### config.mk
export PLATFORM = sky130hd
export DESIGN_NAME = rf_write_arbiter_flat
export DESIGN_NICKNAME = d
export VERILOG_FILES = /design/src/rtl/rf_pkg.sv /design/src/rtl/rf_write_arbiter_if.sv /design/src/rtl/rf_wb_fifo.sv /design/src/rtl/rf_write_arbiter.sv /design/src/flat_wrapper.sv
export SDC_FILE = /design/constraint.sdc
export NUM_CORES = 1
export LEC_CHECK = 0
export CELL_PAD_IN_SITES_DETAIL_PLACEMENT = 0
export CELL_PAD_IN_SITES_GLOBAL_PLACEMENT = 1
export CORE_ASPECT_RATIO = 0.7
export CORE_MARGIN = 2
export CORE_UTILIZATION = 41
export DETAILED_ROUTE_END_ITERATION = 7
export PLACE_DENSITY = 0.91
export SYNTH_ARGS = -nofsm -noshare
export SYNTH_HDL_FRONTEND = slang
export SYNTH_SLANG_ARGS = --single-unit
### constraint.sdc
create_clock -name clk -period 4.35 [get_ports clk]
set_input_delay 0.87 -clock clk [delete_from_list [all_inputs] [get_ports clk]]
set_output_delay 0.87 -clock clk [all_outputs]
set_load 0.02 [all_outputs]
### src/rtl/rf_pkg.sv
// Shared types and constants for the register-file write arbiter.
package rf_pkg;

    localparam int NUM_REGS   = 16;
    localparam int ADDR_W     = 4;
    localparam int DATA_W     = 16;
    localparam int FIFO_DEPTH = 2;

    typedef struct packed {
        logic [ADDR_W-1:0] addr;
        logic [DATA_W-1:0] data;
    } wb_entry_t;

    typedef enum logic {
        REQ0 = 1'b0,
        REQ1 = 1'b1
    } req_id_t;

    function automatic logic [NUM_REGS-1:0] onehot_dec(input logic [ADDR_W-1:0] a);
        onehot_dec    = '0;
        onehot_dec[a] = 1'b1;
    endfunction

endpackage

### src/rtl/rf_write_arbiter_if.sv
// Writeback requester handshakes, read-port decode and write-port bus.
interface rf_write_arbiter_if;
    import rf_pkg::*;

    logic                req0_valid;
    logic                req0_ready;
    logic [ADDR_W-1:0]   req0_addr;
    logic [DATA_W-1:0]   req0_data;
    logic                req1_valid;
    logic                req1_ready;
    logic [ADDR_W-1:0]   req1_addr;
    logic [DATA_W-1:0]   req1_data;
    logic                rd_en1;
    logic                rd_en2;
    logic [ADDR_W-1:0]   rd_addr1;
    logic [ADDR_W-1:0]   rd_addr2;
    logic [NUM_REGS-1:0] WriteReg;
    logic [DATA_W-1:0]   wr_data;
    logic [NUM_REGS-1:0] ReadEnable1;
    logic [NUM_REGS-1:0] ReadEnable2;
    logic                rd_pending1;
    logic                rd_pending2;
    logic [1:0]          wr_grant;

    modport master (
        output req0_valid, req0_addr, req0_data,
        output req1_valid, req1_addr, req1_data,
        output rd_en1, rd_en2, rd_addr1, rd_addr2,
        input  req0_ready, req1_ready,
        input  WriteReg, wr_data, ReadEnable1, ReadEnable2,
        input  rd_pending1, rd_pending2, wr_grant
    );

    modport slave (
        input  req0_valid, req0_addr, req0_data,
        input  req1_valid, req1_addr, req1_data,
        input  rd_en1, rd_en2, rd_addr1, rd_addr2,
        output req0_ready, req1_ready,
        output WriteReg, wr_data, ReadEnable1, ReadEnable2,
        output rd_pending1, rd_pending2, wr_grant
    );

endinterface

### src/rtl/rf_wb_fifo.sv
// Depth-2 writeback holding buffer; exposes per-slot valid/addr for hazard compare.
module rf_wb_fifo
    import rf_pkg::*;
(
    input  logic                             clk,
    input  logic                             rst,
    input  logic                             push,
    input  wb_entry_t                        push_entry,
    input  logic                             pop,
    output wb_entry_t                        head,
    output logic [1:0]                       count,
    output logic [FIFO_DEPTH-1:0]            ent_valid,
    output logic [FIFO_DEPTH-1:0][ADDR_W-1:0] ent_addr
);

    wb_entry_t             mem_q [FIFO_DEPTH];
    wb_entry_t             mem_d [FIFO_DEPTH];
    logic [FIFO_DEPTH-1:0] valid_q, valid_d;
    logic                  wr_ptr_q, wr_ptr_d;
    logic                  rd_ptr_q, rd_ptr_d;

    // Slots fill contiguously, so the slot under wr_ptr is free whenever not full.
    always_comb begin
        mem_d    = mem_q;
        valid_d  = valid_q;
        wr_ptr_d = wr_ptr_q;
        rd_ptr_d = rd_ptr_q;
        if (pop && valid_q[rd_ptr_q]) begin
            valid_d[rd_ptr_q] = 1'b0;
            rd_ptr_d          = ~rd_ptr_q;
        end
        if (push && !valid_q[wr_ptr_q]) begin
            mem_d[wr_ptr_q]   = push_entry;
            valid_d[wr_ptr_q] = 1'b1;
            wr_ptr_d          = ~wr_ptr_q;
        end
    end

    always_ff @(posedge clk) begin
        if (!rst) begin
            valid_q  <= '0;
            wr_ptr_q <= 1'b0;
            rd_ptr_q <= 1'b0;
        end else begin
            valid_q  <= valid_d;
            wr_ptr_q <= wr_ptr_d;
            rd_ptr_q <= rd_ptr_d;
        end
    end

    always_ff @(posedge clk) begin
        mem_q <= mem_d;
    end

    always_comb begin
        head      = mem_q[rd_ptr_q];
        count     = 2'(valid_q[0]) + 2'(valid_q[1]);
        ent_valid = valid_q;
        for (int unsigned i = 0; i < FIFO_DEPTH; i++) begin
            ent_addr[i] = mem_q[i].addr;
        end
    end

endmodule

### src/rtl/rf_write_arbiter.sv
// Round-robin sharing of the register-file write port between ALU and load
// writeback, plus read-port decode and pending-write hazard flags.
module rf_write_arbiter
    import rf_pkg::*;
(
    input  logic               clk,
    input  logic               rst,
    rf_write_arbiter_if.slave  bus
);

    wb_entry_t                         head0, head1, gnt_head;
    logic [1:0]                        count0, count1;
    logic [FIFO_DEPTH-1:0]             vld0, vld1;
    logic [FIFO_DEPTH-1:0][ADDR_W-1:0] adr0, adr1;
    logic                              rdy0, rdy1, ne0, ne1, any_gnt, pop0, pop1;
    logic                              hit1, hit2;
    req_id_t                           rr_q, rr_d, gnt_id;

    assign rdy0 = rst && (count0 != 2'(FIFO_DEPTH));
    assign rdy1 = rst && (count1 != 2'(FIFO_DEPTH));
    assign ne0  = (count0 != 2'd0);
    assign ne1  = (count1 != 2'd0);

    rf_wb_fifo u_fifo0 (
        .clk        (clk),
        .rst        (rst),
        .push       (bus.req0_valid && rdy0),
        .push_entry ('{addr: bus.req0_addr, data: bus.req0_data}),
        .pop        (pop0),
        .head       (head0),
        .count      (count0),
        .ent_valid  (vld0),
        .ent_addr   (adr0)
    );

    rf_wb_fifo u_fifo1 (
        .clk        (clk),
        .rst        (rst),
        .push       (bus.req1_valid && rdy1),
        .push_entry ('{addr: bus.req1_addr, data: bus.req1_data}),
        .pop        (pop1),
        .head       (head1),
        .count      (count1),
        .ent_valid  (vld1),
        .ent_addr   (adr1)
    );

    always_ff @(posedge clk) begin
        if (!rst) rr_q <= REQ0;
        else      rr_q <= rr_d;
    end

    // Grant is masked while reset is low so the reset edge never commits a stale entry.
    always_comb begin
        rr_d    = rr_q;
        gnt_id  = REQ0;
        any_gnt = rst && (ne0 || ne1);
        if (ne0 && ne1) begin
            gnt_id = rr_q;
            rr_d   = (rr_q == REQ0) ? REQ1 : REQ0;
        end else if (ne1) begin
            gnt_id = REQ1;
        end
    end

    always_comb begin
        pop0     = any_gnt && (gnt_id == REQ0);
        pop1     = any_gnt && (gnt_id == REQ1);
        gnt_head = (gnt_id == REQ1) ? head1 : head0;

        bus.req0_ready = rdy0;
        bus.req1_ready = rdy1;
        bus.wr_grant   = {pop1, pop0};
        bus.wr_data    = any_gnt ? gnt_head.data : '0;
        bus.WriteReg   = (any_gnt && (gnt_head.addr != '0)) ? onehot_dec(gnt_head.addr) : '0;

        bus.ReadEnable1 = bus.rd_en1 ? onehot_dec(bus.rd_addr1) : '0;
        bus.ReadEnable2 = bus.rd_en2 ? onehot_dec(bus.rd_addr2) : '0;
    end

    always_comb begin
        hit1 = 1'b0;
        hit2 = 1'b0;
        for (int unsigned i = 0; i < FIFO_DEPTH; i++) begin
            if ((vld0[i] && adr0[i] == bus.rd_addr1) || (vld1[i] && adr1[i] == bus.rd_addr1)) hit1 = 1'b1;
            if ((vld0[i] && adr0[i] == bus.rd_addr2) || (vld1[i] && adr1[i] == bus.rd_addr2)) hit2 = 1'b1;
        end
        bus.rd_pending1 = bus.rd_en1 && (bus.rd_addr1 != '0) && hit1;
        bus.rd_pending2 = bus.rd_en2 && (bus.rd_addr2 != '0) && hit2;
    end

endmodule

### src/flat_wrapper.sv
// flat-port wrapper written by rule: the top's interface ports become plain ports
module rf_write_arbiter_flat import rf_pkg::*;
  (clk, rst, bus_req0_valid, bus_req0_addr, bus_req0_data, bus_req1_valid, bus_req1_addr, bus_req1_data, bus_rd_en1, bus_rd_en2, bus_rd_addr1, bus_rd_addr2, bus_req0_ready, bus_req1_ready, bus_WriteReg, bus_wr_data, bus_ReadEnable1, bus_ReadEnable2, bus_rd_pending1, bus_rd_pending2, bus_wr_grant);
  rf_write_arbiter_if bus_i ();
  input  logic clk;
  input  logic rst;
  input wire logic [$bits(bus_i.req0_valid)-1:0] bus_req0_valid;
  input wire logic [$bits(bus_i.req0_addr)-1:0] bus_req0_addr;
  input wire logic [$bits(bus_i.req0_data)-1:0] bus_req0_data;
  input wire logic [$bits(bus_i.req1_valid)-1:0] bus_req1_valid;
  input wire logic [$bits(bus_i.req1_addr)-1:0] bus_req1_addr;
  input wire logic [$bits(bus_i.req1_data)-1:0] bus_req1_data;
  input wire logic [$bits(bus_i.rd_en1)-1:0] bus_rd_en1;
  input wire logic [$bits(bus_i.rd_en2)-1:0] bus_rd_en2;
  input wire logic [$bits(bus_i.rd_addr1)-1:0] bus_rd_addr1;
  input wire logic [$bits(bus_i.rd_addr2)-1:0] bus_rd_addr2;
  output wire logic [$bits(bus_i.req0_ready)-1:0] bus_req0_ready;
  output wire logic [$bits(bus_i.req1_ready)-1:0] bus_req1_ready;
  output wire logic [$bits(bus_i.WriteReg)-1:0] bus_WriteReg;
  output wire logic [$bits(bus_i.wr_data)-1:0] bus_wr_data;
  output wire logic [$bits(bus_i.ReadEnable1)-1:0] bus_ReadEnable1;
  output wire logic [$bits(bus_i.ReadEnable2)-1:0] bus_ReadEnable2;
  output wire logic [$bits(bus_i.rd_pending1)-1:0] bus_rd_pending1;
  output wire logic [$bits(bus_i.rd_pending2)-1:0] bus_rd_pending2;
  output wire logic [$bits(bus_i.wr_grant)-1:0] bus_wr_grant;
  assign bus_i.req0_valid = bus_req0_valid;
  assign bus_i.req0_addr = bus_req0_addr;
  assign bus_i.req0_data = bus_req0_data;
  assign bus_i.req1_valid = bus_req1_valid;
  assign bus_i.req1_addr = bus_req1_addr;
  assign bus_i.req1_data = bus_req1_data;
  assign bus_i.rd_en1 = bus_rd_en1;
  assign bus_i.rd_en2 = bus_rd_en2;
  assign bus_i.rd_addr1 = bus_rd_addr1;
  assign bus_i.rd_addr2 = bus_rd_addr2;
  assign bus_req0_ready = bus_i.req0_ready;
  assign bus_req1_ready = bus_i.req1_ready;
  assign bus_WriteReg = bus_i.WriteReg;
  assign bus_wr_data = bus_i.wr_data;
  assign bus_ReadEnable1 = bus_i.ReadEnable1;
  assign bus_ReadEnable2 = bus_i.ReadEnable2;
  assign bus_rd_pending1 = bus_i.rd_pending1;
  assign bus_rd_pending2 = bus_i.rd_pending2;
  assign bus_wr_grant = bus_i.wr_grant;
  rf_write_arbiter u_core (.clk(clk), .rst(rst), .bus(bus_i));
endmodule
# Word-level counts from Yosys, hierarchy flattened
# Cells that the tools add are included.
# totals
ff_bits	89
out_inout_bits	70
# classes
n_addsub	2
magnitude_cmp	20
n_eq_ne	10
mux	50
bitwise_logic	15
reduce_logical	46
# ops
op	n
20-bit 2-to-1 mux	9
40-bit bitwise mux	2
16-bit 2-to-1 mux	4
20-bit demux with 1-bit select	2
1-bit logical AND	34
4-bit equality test	8
1-bit 2-to-1 mux	22
4-bit by 5-bit < comparator with 1-bit output, second input constant	3
1-bit demux with 4-bit select	3
4-bit by 1-bit >= comparator with 1-bit output, second input constant	3
4-bit nonzero test	3
2-bit >= comparator, second input constant	4
1-bit by 2-bit < comparator with 1-bit output, second input constant	4
2-bit 2-to-1 mux	4
1-bit NOT with 2-bit output	4
1-bit logical OR	5
1-bit NOT	5
1-bit by 1-bit adder with 2-bit output	2
2-bit bitwise AND	2
1-bit demux with 1-bit select	4
1-bit >= comparator, second input constant	4
2-bit by 1-bit < comparator with 1-bit output, second input constant	2
2-bit != test, second input constant	2
2-bit NOT	2
3 further kinds	6

# Longest topological paths before layout
# Gate-level depths: netlist of the first run.
# logic_depth
depth_word	10
ltp_mapped	7
depth_no_buf	6

# By module
# From an unflattened synthesis of the first run, not the netlist that was laid out.
# unflattened
hier_cells	394
area_unflattened_um2	4710.8
# by_module_without_submodules
mod	instances	cells_each	area_each_um2	seq_area_each_um2
rf_wb_fifo (u_core.u_fifo1)	1	89	1694.1	1281.2
rf_wb_fifo (u_core.u_fifo0)	1	88	1689.1	1281.2
rf_write_arbiter	1	217	1327.5	20.0

# Least setup slack after synthesis of the first run
# No wires, ideal clock.
# synth_timing
path_type	input-to-reg
from	in rst
to	reg u_core.u_fifo0.mem_q, in the netlist u_core.u_fifo0.ent_addr[4] (enable)
setup_ns	0.429
t_arrival_ns	2.675
required_ns	3.921
path_slack_ns	1.246
path_stages	3
n_path_buf	1
path_cell_list	buf_2 > nand2_1 > nor3b_1
# synth_between
elab_chain_len	3
# synth_rtl
element	line	text
start, declared	flat_wrapper.sv:6	input logic rst;
1-bit logical AND	rf_write_arbiter.sv:19	assign rdy0 = rst && (count0 != 2'(FIFO_DEPTH));
1-bit logical AND	rf_write_arbiter.sv:27	.push (bus.req0_valid && rdy0),
1-bit logical AND	rf_wb_fifo.sv:32	if (push && !valid_q[wr_ptr_q]) begin
end signal, assigned	rf_wb_fifo.sv:52	mem_q <= mem_d;
end, declared	rf_wb_fifo.sv:16	wb_entry_t mem_q [FIFO_DEPTH];
# No other way between the ends.
# A chain may end at the register's enable or synchronous reset.

# Worst setup path in the final report of the first run
# layout_timing
from	in bus_rd_addr1[1]
to	out bus_rd_pending1
# layout_between
elab_chain_len	6
# layout_rtl
element	line	text
start, declared	flat_wrapper.sv:15	input wire logic [$bits(bus_i.rd_addr1)-1:0] bus_rd_addr1;
4-bit equality test	rf_write_arbiter.sv:85	if ((vld0[i] && adr0[i] == bus.rd_addr1) || (vld1[i] && adr1[i] == bus.rd_addr1)) hit1 = 1'b1;
1-bit logical AND	rf_write_arbiter.sv:85	
1-bit logical OR	rf_write_arbiter.sv:85	
1-bit 2-to-1 mux (2 in a row)	rf_write_arbiter.sv:85	
1-bit logical AND (*)	rf_write_arbiter.sv:88	bus.rd_pending1 = bus.rd_en1 && (bus.rd_addr1 != '0) && hit1;
end, declared	flat_wrapper.sv:23	output wire logic [$bits(bus_i.rd_pending1)-1:0] bus_rd_pending1;
# Mark *: on every way between the ends. The rest lies on a longest branch, timed or not.

==> impl_results.md, run 1 <==
- Initial antenna violation count: 0
- Worst R2R Start: u_core.u_fifo0.ent_valid[1]
- Root Buffer: clkbuf_16
- Antenna Cells: 0
- Crit share post-route: between 80 and 90%
- DRT Pass-1 Iters: 4
- Crit start category: input pin
- CTS max path bufs: 2
- Slowest cell on the critical path: clkdlybuf4s50_1
- Sequential power share: about half
- Final Total Pwr: roughly 2000 µW
- Synth area leader: edfxtp_1
- Critical Path Source: bus_rd_addr1[1]
- Non-filler cells, final: ~620
- CP max FO: 12
- Routed vias/inst: approximately 5.3
- HP Class: reg2reg
- Crit Path Class: in2out
- CTS HTree Levels: 3
- WP data arrival: around 3 ns
- Synth Flop Type: edfxtp_1
- DIE AREA: 11,800 µm²
- Pwr dens: 330 nW/µm²
- Slowest stage delay, CP: ~0.76 ns
- Post-Synthesis Cells: about 360
- NetSw: 503 µW
- Flops & latches, synth: just under 90
- RSZ-0062 raised after global routing: no
- Crit-path cells: clkdlybuf4s50_1, xnor2_1, nand2_1, nor4_1, a31oi_1, a31oi_1, clkdlybuf4s50_1
- Synth warn: 0
- Dpl hpwl: between 8 and 9 mm
- Initial core utilization: between 40% and 50%
- CTS buffer count: 9
- IO Pins: roughly 120
- First DRT Iteration DRCs: roughly 220
- Dpl cells: approximately 600
- Drt total wl: around 11 mm
- Die Span Y: 91.4 µm
- Netlist cell types: between 40 and 50
- Min-delay src: u_core.u_fifo1.wr_ptr_q
- Share of total power in combinational logic: 14.1%
- Total clock sinks: 89
- Async set or reset register ratio after synthesis: 0%
- DIE WIDTH: ~130 µm
- Final Wtd Congestion: 0.955
- Routed WL per cell: 18.2 µm
- MaxCap Viol Count: 0
- Drt drc: 0
- Total grt overflow: 0
- Clock share of power: ~36%
- Pleak: 0.00195 µW
- Minimum clock period: slightly below 4 ns
- Area Overhead vs Synth: 35.1%
- Nets: about 530
- Instance area at placement: approximately 5800 µm²
- Post-CTS Setup Repair Bufs: 0
- Synth Cell Area: 4480 µm²
- Share of layout cells above drive strength 1: between 9 and 10%
- Fin util: between 50 and 60%
- Peak Freq: approximately 260 MHz
- Port Buf Inserts: ~120
- Syn_nets: 418
- Switching share of power: between 20% and 30%
- Post-synth EDFFs: 80
- Nature of the critical path endpoint: primary output
- Fillers: roughly 840
- Worst slew pin tran: ~0.85 ns
- Final slew viol count: 0
- Row count: 31
- Clk_lat worst skew: 0.34 ns
- Int Pwr: about 1500 µW
- Vias: between 3,000 and 4,000
- All-layer global routing usage: around a fifth
- Seq/Total Area, Yosys: just under 60%
- Worst clock skew: 0.00601 ns
- Largest net degree at the start of global routing: 22
- Syn Area/Cell: 12.3 µm²
- Total core area: 10,500 µm²
- Number of hold buffers added after CTS: 0
- CTS-repair resized insts: 0
- Global-route wire length before repair: around 18 mm
- Routed Antenna Nets: 0
- CTS tree: yes
- CP required: between 3 and 4 ns
- Number of global-route vias before repair: 3,262
- Post-Layout Inst Area: 6050 µm²
- Synth area leaders: edfxtp_1, mux2i_1, xor2_1, dfxtp_1, nor2_1
- Top-area cell type share of the netlist area: a little over half
- Final setup fails: 0
- Status: finished clean
- Setup TNS: 0 ns
- Hold Vio Cnt, Final: 0
- Worst slew margin: a little over two fifths
- CTS clk-pin slew, worst paths: roughly 0.060 ns
- Peak VDD IR: roughly 270 µV
layer usage:
layer | wire, µm | vias to the layer above | GRT usage [%] | share of wire, %
met4 | 85 | 0 | 4.08 | 0.76
met1 | 5230 | 1545 | 27.9 | 47
met5 | 0 | - | 0 | 0
met2 | 5170 | 104 | 29.5 | 46
li1 | - | 1579 | - | -
met3 | 731 | 8 | 6.19 | 6.5
power groups by stage:
stage	registers (µW)	logic (µW)	clock network, µW
2_1_floorplan	1000	170	0
3_3_place_gp	1010	275	0
3_5_place_dp	1020	281	0
4_1_cts	997	283	733
5_1_grt	1000	304	775
6_report	997	282	719
cells by family (layout without fill, tap and decap cells):
| logic type | Yosys count | in the layout | synth area share [%] |
|---|---|---|---|
| compound gates | 54 | 54 | 9.09 |
| xor+xnor | 33 | 33 | 6.46 |
| buf+inv | 31 | 150 | 4.11 |
| flops | 89 | 89 | 57.7 |
| mux | 42 | 42 | 9.67 |
| other cells | 1 | 1 | 0.0838 |
| simple gates | 114 | 114 | 12.9 |
layout by cell type, fill, tap and decap left out, types with 4 or more instances in the layout:
master	instances
nand3_1	7
xnor2_1	9
nor2b_1	4
a31oi_1	5
o21a_1	4
a21oi_1	5
mux2i_1	38
o22ai_1	18
nand3b_1	6
nand2b_1	5
nand2_1	13
buf_4	7
xor2_1	24
dfxtp_1	9
edfxtp_1	80
nor3_1	23
clkdlybuf4s50_1	122
nor2_1	40
o21ai_0	4
inv_1	5
clkbuf_16	9
critical path, delay by kind of cell:
kind	cells	cell delay (ns)
compound gates	2	0.26
xor+xnor	1	0.18
buf+inv	2	1.40
simple gates	2	0.27
sequential cells by signal, indices dropped and copies added (netlist names):
name	count
u_core.u_fifo0.ent_valid	2
u_core.u_fifo1.rd_ptr_q	1
u_core.u_fifo1.ent_valid	2
u_core.rr_q	1
u_core.u_fifo1.mem_q	32
u_core.u_fifo1.wr_ptr_q	1
u_core.u_fifo0.ent_addr	8
u_core.u_fifo0.wr_ptr_q	1
u_core.u_fifo0.rd_ptr_q	1
u_core.u_fifo0.mem_q	32
u_core.u_fifo1.ent_addr	8
cell usage after synthesis, types with 4 or more instances:
cell type and n:
inv_1 5, nand3b_1 6, xor2_1 24, edfxtp_1 80, nand2_1 13, buf_4 5, nand3_1 7, buf_2 15
nand2b_1 5, nor2b_1 4, nor3b_1 4, o21ai_0 4, mux2i_1 38, nor2_1 40, xnor2_1 9, nor3_1 25
dfxtp_1 9, a21oi_1 5, o22ai_1 18, buf_6 4, a31oi_1 5, o21a_1 4
final cells by class:
cell class	instances	area [µm²]	share of cell area, %
Timing Repair Buffer	129	1270	21.1
Clock buffer	9	225	3.72
Clock inverter	7	53.8	0.890
Inverter	5	18.8	0.310
Multi-Input combinational cell	244	1730	28.6
Tap cell	132	165	2.73
Sequential cell	89	2580	42.7
per-stage QoR:
step	setup slack, ns	hold slack (ns)
final	0.488	0.588
after global routing	0.287	0.609
after CTS	0.514	0.585
after detailed placement	0.518	0.568
after global placement	0.524	0.532
after floorplan	1.25	0.508
final timing paths:
| path | cells past startpoint | to | slack, ns |
|---|---|---|---|
| min reg2reg | 1 | u_core.u_fifo1.wr_ptr_q | 0.59 |
| min | 1 | u_core.u_fifo1.wr_ptr_q | 0.59 |
| max reg2reg | 2 | u_core.u_fifo0.ent_addr[5] | 2.42 |
| max | 7 | bus_rd_pending1 | 0.49 |
Power figures use the tool's default switching activity.
==> run 2, diff against run 1 <==
--- a/config.mk
+++ b/config.mk
@@ -5,13 +5,14 @@
 export SDC_FILE = /design/constraint.sdc
 export NUM_CORES = 1
 export LEC_CHECK = 0
+export CAP_MARGIN = 20
 export CELL_PAD_IN_SITES_DETAIL_PLACEMENT = 0
 export CELL_PAD_IN_SITES_GLOBAL_PLACEMENT = 1
 export CORE_ASPECT_RATIO = 0.7
 export CORE_MARGIN = 2
-export CORE_UTILIZATION = 41
+export CORE_UTILIZATION = 34
 export DETAILED_ROUTE_END_ITERATION = 7
-export PLACE_DENSITY = 0.91
+export PLACE_DENSITY = 0.81
 export SYNTH_ARGS = -nofsm -noshare
 export SYNTH_HDL_FRONTEND = slang
 export SYNTH_SLANG_ARGS = --single-unit
==> constraint.sdc (replaced) <==
create_clock -name clk -period 3.16 [get_ports clk]
set_input_delay 0.632 -clock clk [delete_from_list [all_inputs] [get_ports clk]]
set_output_delay 0.632 -clock clk [all_outputs]
set_load 0.02 [all_outputs]
==> run 2 against run 1 <==
  * Non-clock buffer count is 18 higher
  * Highest routed layer unchanged
  * Combinational power is 49% higher
  * Sequential share of layout area is 1.4 points lower
==> impl_results.md, run 2 (same netlist as run 1, synthesis figures left out) <==
- Worst clock skew: 0.00759 ns
- Switching share of power: about a quarter
- Crit-path cells: clkdlybuf4s50_1, or3b_2, nor2_1, clkdlybuf4s50_1
- RSZ-0062 raised after global routing: no
- Status: finished clean
- Routed vias/inst: 5.00
- Post-Layout Inst Area: approximately 6300 µm²
- Pleak: roughly 0.0022 µW
- Fin util: about half
- Critical Path Source: bus_rd_addr1[3]
- Peak VDD IR: 300 µV
- Total grt overflow: 0
- Number of global-route vias before repair: approximately 3,000
- Root Buffer: clkbuf_16
- Final setup fails: 0
- R2r worst-path depth: 3
- CP required: roughly 2.5 ns
- Share of total power in combinational logic: 15.1%
- All-layer global routing usage: 16.3%
- CTS clk-pin slew, worst paths: roughly 0.06 ns
- Initial core utilization: between 30% and 40%
- Sequential power share: 49.3%
- Worst slew pin tran: 0.461 ns
- Vias: about 3,300
- Instance area at placement: 5960 µm²
- NetSw: roughly 690 µW
- Nets: 550
- Crit share post-route: a little over nine tenths
- Total clock sinks: 89
- Share of layout cells above drive strength 1: between 10 and 15%
- Final Total Pwr: about 2800 µW
- Int Pwr: just over 2000 µW
- First DRT Iteration DRCs: between 200 and 300
- Slowest stage delay, CP: just over 0.6 ns
- Hold WS: 0.577 ns
- Routed WL per cell: around 18 µm
- Total core area: 13,000 µm²
- DIE AREA: 14,100 µm²
- Clock share of power: a little over a third
- Fillers: approximately 1,100
- Post-CTS Setup Repair Bufs: 0
- Worst R2R Start: u_core.u_fifo0.ent_valid[0]
- Final Wtd Congestion: a little under 0.9
- Drt total wl: around 12 mm
- Leading cell types in the layout, fill and taps excluded: clkdlybuf4s50_1, edfxtp_1, nor2_1
- Port Buf Inserts: between 100 and 150
- Minimum clock period: 3.12 ns
- Clk_lat worst skew: between 0.3 and 0.4 ns
- Worst Setup EP: bus_ReadEnable1[3]
- Nature of the critical path endpoint: primary output
- Crit start category: input pin
- Global-route wire length before repair: 17.3 mm
- Row count: 35
- MaxCap Viol Count: 0
- Largest net degree at the start of global routing: 22
- Initial antenna violation count: 0
- CTS HTree Levels: 3
- Crit Reg-Reg Endpoint: u_core.u_fifo0.mem_q[23]
- IO Pins: 124
- WP data arrival: about 2.5 ns
- Final slew viol count: 0
- Number of hold buffers added after CTS: 0
- Peak Freq: approximately 320 MHz
- Pwr dens: around 440 nW/µm²
- HP Class: reg2reg
- Crit Path Class: in2out
- CTS tree: yes
- CP max FO: 6
- DIE WIDTH: 141 µm
- Area Overhead vs Synth: 39.8%
- CP dominant cell by count: clkdlybuf4s50_1
- R2R Setup Slk: roughly 1.6 ns
- Largest regs: u_core.u_fifo0.mem_q (32), u_core.u_fifo1.mem_q (32)
- Antenna Cells: 0
- CTS buffer count: 9
- Hold Vio Cnt, Final: 0
- Drt drc: 0
- Die Span Y: between 90 and 100 µm
- Most common cell after layout, fill and taps aside: clkdlybuf4s50_1
- Dpl hpwl: 8.92 mm
- Worst slew margin: 68.4%
- CTS max path bufs: 2
- Slowest cell on the critical path: clkdlybuf4s50_1
- DRT Pass-1 Iters: 4
- Routed Antenna Nets: 0
## run 2: area by class of cell
class	instances	area, µm²	area share [%]
clock buffer	10	229	3.66
clock inverter	6	50.0	0.800
inverter	5	18.8	0.300
multi-input combinational	244	1730	27.6
sequential	89	2580	41.3
tap	166	208	3.32
timing repair buffer	147	1440	22.9
## run 2: through the flow
step | TNS [ns] | std cells | setup slack (ns)
finish | 0 | 667 | 0.0402
global route | 0 | 667 | 0.00496
CTS | 0 | 667 | 0.00434
detailed placement | -0.146 | 651 | -0.0785
global placement | 0 | 651 | 0.00732
floorplan | 0 | 364 | 0.294
## run 2: power by group through the flow
stage | logic, µW | clock network, µW | registers [µW]
6_report | 419 | 985 | 1370
5_1_grt | 450 | 1050 | 1370
4_1_cts | 419 | 1000 | 1370
3_5_place_dp | 417 | 0 | 1390
3_3_place_gp | 410 | 0 | 1390
2_1_floorplan | 235 | 0 | 1380
## run 2: worst min path at each step
stage / end / from / cells past startpoint / slack (ns)
floorplan: u_core.u_fifo0.wr_ptr_q / u_core.u_fifo0.wr_ptr_q / 1 / 0.51
global placement: u_core.u_fifo1.wr_ptr_q / u_core.u_fifo1.wr_ptr_q / 1 / 0.53
detailed placement: u_core.u_fifo0.wr_ptr_q / u_core.u_fifo0.wr_ptr_q / 1 / 0.56
CTS: u_core.u_fifo0.wr_ptr_q / u_core.u_fifo0.wr_ptr_q / 1 / 0.58
global route: u_core.u_fifo0.wr_ptr_q / u_core.u_fifo0.wr_ptr_q / 1 / 0.60
finish: u_core.u_fifo0.wr_ptr_q / u_core.u_fifo0.wr_ptr_q / 1 / 0.58
## run 2: per-layer routing
layer  global-route usage, %  part of all wire (%)  vias up  wire length, µm
met5                       0                     0        -                0
met3                    3.77                   6.0        9              710
met2                    22.1                    42       94             5000
met1                    26.0                    51     1621             5990
met4                    3.62                  0.77        0               91
li1                        -                     -     1610                -
## run 2: timing repair
action / in CTS / in global routing
endpoints found under the setup margin: 3 / 15
hold endpoints to repair: 0 / 0
resized for setup: 3 / 9
## run 2: critical path, delay by kind of cell
| family | cells | cell delay [ns] |
|---|---|---|
| buffers and inverters | 2 | 1.16 |
| AND/OR/NAND/NOR | 2 | 0.70 |
